==> config.mk <==
export PLATFORM = sky130hd
export DESIGN_NAME = data_memory_ctrl
export DESIGN_NICKNAME = d
export VERILOG_FILES = /design/src/rtl/data_memory_ctrl.sv
export SDC_FILE = /design/constraint.sdc
export NUM_CORES = 1
export LEC_CHECK = 0
export CAP_MARGIN = 10
export CORE_MARGIN = 1.5
export CORE_UTILIZATION = 45
export CTS_CLUSTER_DIAMETER = 50
export CTS_CLUSTER_SIZE = 40
export DETAILED_ROUTE_END_ITERATION = 8
export PLACE_DENSITY = 0.73
export SYNTH_ARGS = -nofsm -noshare
export SYNTH_HDL_FRONTEND = slang
export SYNTH_SLANG_ARGS = --single-unit
==> constraint.sdc <==
create_clock -name clk_i -period 4.7 [get_ports clk_i]
set_clock_uncertainty 0.2 [all_clocks]
set_input_delay 0.705 -clock clk_i [delete_from_list [all_inputs] [get_ports clk_i]]
set_output_delay 0.705 -clock clk_i [all_outputs]
set_load 0.005 [all_outputs]
==> src/rtl/data_memory_ctrl.sv <==
// data_memory_ctrl: byte-addressable little-endian data memory with sized loads/stores and post-reset clear.
module data_memory_ctrl #(
  parameter int DEPTH_BYTES = 32
) (
  input  logic        clk_i,
  input  logic        rst_i,
  input  logic [31:0] addr_i,
  input  logic [31:0] data_i,
  input  logic        MemRead_i,
  input  logic        MemWrite_i,
  input  logic [1:0]  size_i,
  input  logic        unsigned_i,
  output logic [31:0] data_o,
  output logic        valid_o,
  output logic        err_o,
  output logic        ready_o
);
  localparam int AW = $clog2(DEPTH_BYTES);
  typedef enum logic {CLEAR, RUN} state_t;
  state_t          r_state;
  logic [AW-1:0]   r_idx;
  logic [31:0]     r_data;
  logic            r_valid, r_err, r_ready;
  logic [7:0]      r_mem [DEPTH_BYTES];
  logic [AW-1:0]   w_b;
  logic [3:0]      w_be;
  logic            w_acc, w_bad, w_ok;
  logic [7:0]      w_rb [4];
  logic [31:0]     w_raw, w_ld;
  always_comb begin
    w_b   = addr_i[AW-1:0];
    w_be  = size_i == 2'b00 ? 4'b0001 : size_i == 2'b01 ? 4'b0011 : 4'b1111;
    w_acc = r_state == RUN && (MemRead_i || MemWrite_i);
    w_bad = size_i == 2'b11 || addr_i >= 32'(DEPTH_BYTES) ||
            (size_i == 2'b01 && addr_i[0]) || (size_i == 2'b10 && addr_i[1:0] != 2'b00);
    w_ok  = w_acc && !w_bad;
    for (int k = 0; k < 4; k++) w_rb[k] = r_mem[w_b + AW'(k)];
    w_raw = {w_rb[3], w_rb[2], w_rb[1], w_rb[0]};
    w_ld  = size_i == 2'b00 ? {{24{~unsigned_i & w_raw[7]}}, w_raw[7:0]} :
            size_i == 2'b01 ? {{16{~unsigned_i & w_raw[15]}}, w_raw[15:0]} : w_raw;
  end
  // Reads sample the array before this edge's store lands, giving read-first behaviour.
  always_ff @(posedge clk_i) begin
    for (int k = 0; k < 4; k++) begin
      if (r_state == CLEAR) r_mem[r_idx + AW'(k)] <= '0;
      else if (w_ok && MemWrite_i && w_be[k]) r_mem[w_b + AW'(k)] <= data_i[8*k +: 8];
    end
  end
  always_ff @(posedge clk_i or posedge rst_i) begin
    if (rst_i) begin
      r_state <= CLEAR;
      r_idx   <= '0;
      r_data  <= '0;
      r_valid <= 1'b0;
      r_err   <= 1'b0;
      r_ready <= 1'b0;
    end else begin
      r_valid <= 1'b0;
      r_err   <= 1'b0;
      if (r_state == CLEAR) begin
        r_idx <= r_idx + AW'(4);
        if (r_idx == AW'(DEPTH_BYTES - 4)) begin
          r_state <= RUN;
          r_ready <= 1'b1;
        end
      end else if (w_acc) begin
        if (w_bad) begin
          r_err <= 1'b1;
          if (MemRead_i) r_data <= '0;
        end else if (MemRead_i) begin
          r_data  <= w_ld;
          r_valid <= 1'b1;
        end
      end
    end
  end
  assign data_o  = r_data;
  assign valid_o = r_valid;
  assign err_o   = r_err;
  assign ready_o = r_ready;
endmodule

# After elaboration in Yosys (flattened, before gate mapping)
# Memory sizes are Yosys's and may differ from the RTL's.
# Cells that the tools add are included.
[totals] regBits=41 mem_bits_rw=256 input_bits=71 output_inout_bits=35 word_cells=86 n_memories=1
[mem_list] memory="r_mem" words=32 word_bits=8 read_ports=4 rd_ports_with_merged_regs=0 wr=4 line_no="24" text="logic [7:0] r_mem [DEPTH_BYTES];"
[classes] add_sub_neg=7 order_cmp=1 n_eq_ne=4 n_mux=41 bitwise=4 reduce_logical=22
[ops] cell="$mux W32" n=5
[ops] cell="$ge A32 B6 Y1 const B" n=1
[ops] cell="$mux W8" n=4
[ops] cell="$reduce_or A8 Y1" n=4
[ops] cell="$mux W1" n=26
[ops] cell="$add A5 B2 Y5 const B" n=4
[ops] cell="$mux W5" n=4
[ops] cell="$add A5 B1 Y5 const B" n=2
[ops] cell="$logic_and A1 B1 Y1" n=9
[ops] cell="$mux W4" n=2
[ops] cell="$add A5 B3 Y5 const B" n=1
[ops] cell="$eq A5 B5 Y1 const B" n=1
[ops] cell="$eq A2 B2 Y1 const B" n=2
[ops] cell="$logic_or A1 B1 Y1" n=4
[ops] cell="$reduce_and A3 Y1" n=1
[ops] cell="$and A1 B1 Y1" n=2
[ops] cell="$eq A2 B1 Y1 const B" n=1
[ops] cell="$logic_not A2 Y1" n=1
[ops] cell="$not A1 Y1" n=2
[ops] cell="$reduce_and A2 Y1" n=1
[ops] cell="$reduce_bool A2 Y1" n=1
[ops] cell="$logic_not A1 Y1" n=1

# Depth between registers and ports, before layout
[depth] depth_word=13 depth_mapped=16 depth_no_buf=9

# Worst setup path before layout
# No wires, ideal clock.
[synth_timing] kind="input to register" start="input addr_i[0]" end="memory r_mem[21][0], enable pin" setup_time_ns=0.418 arrival_ns=4.036 t_required_ns=4.082 slack_ns=0.046 stages=14 n_path_buf=7 path_cell_list="buf_2 buf_4 buf_4 inv_1 ha_1 buf_2 buf_2 buf_2 buf_1 nand2_1 o2111ai_1 a21oi_2 a21oi_1 o311ai_0"
[synth_rtl] element="start, declared" line_no="7" text="input logic [31:0] addr_i,"
[synth_rtl] element="end, declared" line_no="24"

==> flow_summary.ini <==
[outcome]
status = finished, final reports clean

[global_routing]
grt_max_degree = 91
grt_pass1_wl_um = 183000
grt_pass1_vias = 23500
antenna_found_initial = 6
grt_overflow = 0
grt_usage_pct = 42.4

[clocking]
cts_setup_buffers = 0
cts_resized = 0
cts_tree = done
cts_hold_buf = 0
cts_htree_levels = 2
root_buffer = clkbuf_16
clock_path_buffers = 3
cts_sinks = 295
clk_pin_slew_ps = 60
clkLatencyLatePin_ps = 610
cts_buffers = 47

[hold_path]
holdPathStages = 2
min_path_type = register to register

[setup_path]
crit_fanout = 10
critPathLaunchType = input port
worst-setup-path-type = input port to register
cp_data_required_time_ps = 4710
critPathCaptureType = register
cp_data_arrival_time_ps = 4190
r2r_cells = 7

[floorplanning]
initial_core_util_pct = 45.8
die_x_um = 249
core_area_um2 = 59400
die_area_um2 = 61900
row_count = 89
chipHeight_um = 249
ios = 106

[cells_and_area]
final.fill_count = 5048
utilization_pct = 53.5
area.sequential_um2 = 8660
fin_nets = 2500
flow.area_growth_from_synthesis_pct = 16.7
drive_above_1_share_pct = 27.7
multi_input_area_um2 = 17500
fin_cells = 3235

[routing]
vias_per_cell = 7.75
drtIter0Drc = 4615
finalWirelength_um = 134000
met2WireLength_um = 54100
top_layer = met5
wl_met3_um = 24100
drc = 0
ant_nets = 0
wl_per_cell_um = 41.4
via_count = 25100
wl_met1_um = 46300
first_pass_iters = 7

[synth]
netlist.area_leader.share_pct = 28.3
synth_top_cell_by_area = edfxtp_1
synthDistinctLibCells = 72
yosysSeqAreaShare_pct = 31.8
synth_enable_flop_cells = 256
syn_nets = 2387
synth_seq_cells = 295
post_synth_inst_count = 2309
netlist_area_um2 = 27200
async_reset_ff_share_pct = 13.2
ys_warn_count = 0
syn_area_per_cell_um2 = 11.8
yosys-top-cells-area = edfxtp_1, mux4_2, mux2i_1, dfrtp_1, nand2_1
synth_ff_type = edfxtp_1

[placement]
dp_hpwl_um = 95500
port_buffers = 105
dp_cells = 3144
gp_congestion = 1.07

[sta]
rsz0062_at_grt = no
fin_crit_ps = 4180
hold_violations = 0
worst_pin_slew_ps = 1240
max_freq_mhz = 239
period_share_pct = 89.0
slew_viol_final = 0
maxSlewHeadroom_pct = 16.0
setup_viol = 0
setup_tns_ps = 0

[run]
drv_cap = 0

[power]
vdd_drop_max_mv = 0.224
leakage_nw = 13.2
p_per_area_nw_per_um2 = 231
[final timing paths]
check | from | to | slack [ps]
worst max-delay path | addr_i[17] | r_mem[25][5]$_DFFE_PP_ | 520
worst min-delay path | data_o[7]$_DFFE_PP0P_ | data_o[7]$_DFFE_PP0P_ | 280
worst max register to register | r_state$_DFF_PP0_ | r_mem[25][5]$_DFFE_PP_ | 750
worst min register to register | data_o[7]$_DFFE_PP0P_ | data_o[7]$_DFFE_PP0P_ | 280
max in group asynchronous | rst_i | ready_o$_DFFE_PP0P_ | 3560
min in group asynchronous | rst_i | data_o[21]$_DFFE_PP0P_ | 340
[registers in the layout, indices dropped and copies added (netlist names)]
signal   cells
data_o      32
err_o        1
r_idx        3
r_mem      256
r_state      1
ready_o      1
valid_o      1
[synth_stat cells, types with 4 or more instances]
master,instances
nand2b_1,19
inv_1,7
mux2_2,6
o221ai_1,15
a21o_1,14
nand2_1,176
and3_1,7
a221oi_1,57
o211ai_1,4
clkbuf_1,161
o22ai_1,56
mux4_2,317
ha_1,7
nor4_2,7
nand2_4,5
nor3_1,15
a21oi_1,107
nor2b_1,10
or2_2,7
nand4_1,19
buf_2,71
a21oi_2,10
buf_1,16
a22o_1,40
o21ai_0,91
mux2i_1,456
o2111ai_1,6
xor2_1,6
edfxtp_1,256
nor4_1,7
o21ai_1,13
nand3_1,92
and2_1,34
nor2_1,84
xnor2_1,8
buf_4,9
dfrtp_1,39
[where the power goes]
part	switching, mW	internal, mW	leakage [nW]
registers	0.000234	2.81	3.36
logic	0.448	0.283	9.05
clock network	1.55	2.24	0.814
total	2.00	5.33	13.2
[area by class of cell]
class | count | share of cell area (%)
multi-input cells | 1745 | 55.0
inverters | 7 | 0.0828
flip-flops and latches | 295 | 27.3
repair buffers | 326 | 9.28
clock buffers | 49 | 3.86
diodes | 2 | 0.0158
clock inverters | 38 | 1.41
well taps | 773 | 3.05
[cell families (layout without fill, tap and decap cells)]
group	after synthesis	after routing	share of synthesized area (%)
flops	295	295	31.8
compound gates	438	438	10.6
xor+xnor	14	14	0.451
simple gates	507	507	9.29
mux	779	779	43.3
fa+ha+maj	7	7	0.322
buf+inv	269	420	4.23
other cells	0	2	0
[routing by layer]
metal	global-route usage, %	vias to the layer above
li1	-	9605
met2	59.2	2506
met4	23.7	4
met3	20.5	549
met5	0	-
met1	53.5	12400
[placed cells by master (no fill, tap or decap), types with 7 or more instances in the layout]
master,count
nor2_1,84
dfrtp_1,39
or2_2,7
nand4_1,19
and3_1,7
mux2i_1,456
clkbuf_16,49
edfxtp_1,256
nand2b_1,19
a21oi_1,107
inv_6,9
nor3_1,15
a22o_1,40
o21ai_1,13
nand2_1,176
and2_1,34
buf_12,19
o22ai_1,56
nor4_2,9
a21oi_2,10
o221ai_1,15
nand3_1,92
buf_4,200
a21o_1,14
o21ai_0,91
nor2b_1,10
a221oi_1,57
inv_1,7
mux4_2,317
clkdlybuf4s50_1,102
[per-stage QoR]
stage | cell area [um2] | total power, mW | hold slack, ps | worst slack [ps]
3_3_place_gp | 30100 | 3.57 | 263 | 84.3
6_report | 31700 | 7.33 | 284 | 518
5_1_grt | 31700 | 7.43 | 313 | 459
2_1_floorplan | 27200 | 3.29 | 251 | 45.9
4_1_cts | 31700 | 7.28 | 286 | 663
3_5_place_dp | 30100 | 3.57 | 272 | 79.9
[worst max-delay path, cell delays in order]
cell             delay [ps]
clkdlybuf4s50_1         410
nor4_2                  330
o2111ai_2               480
nor4_4                  650
buf_4                   250
a2bb2oi_1               360
buf_4                   250
nand2b_1                320
o311ai_1                430
(Power assumes the default switching activity.)
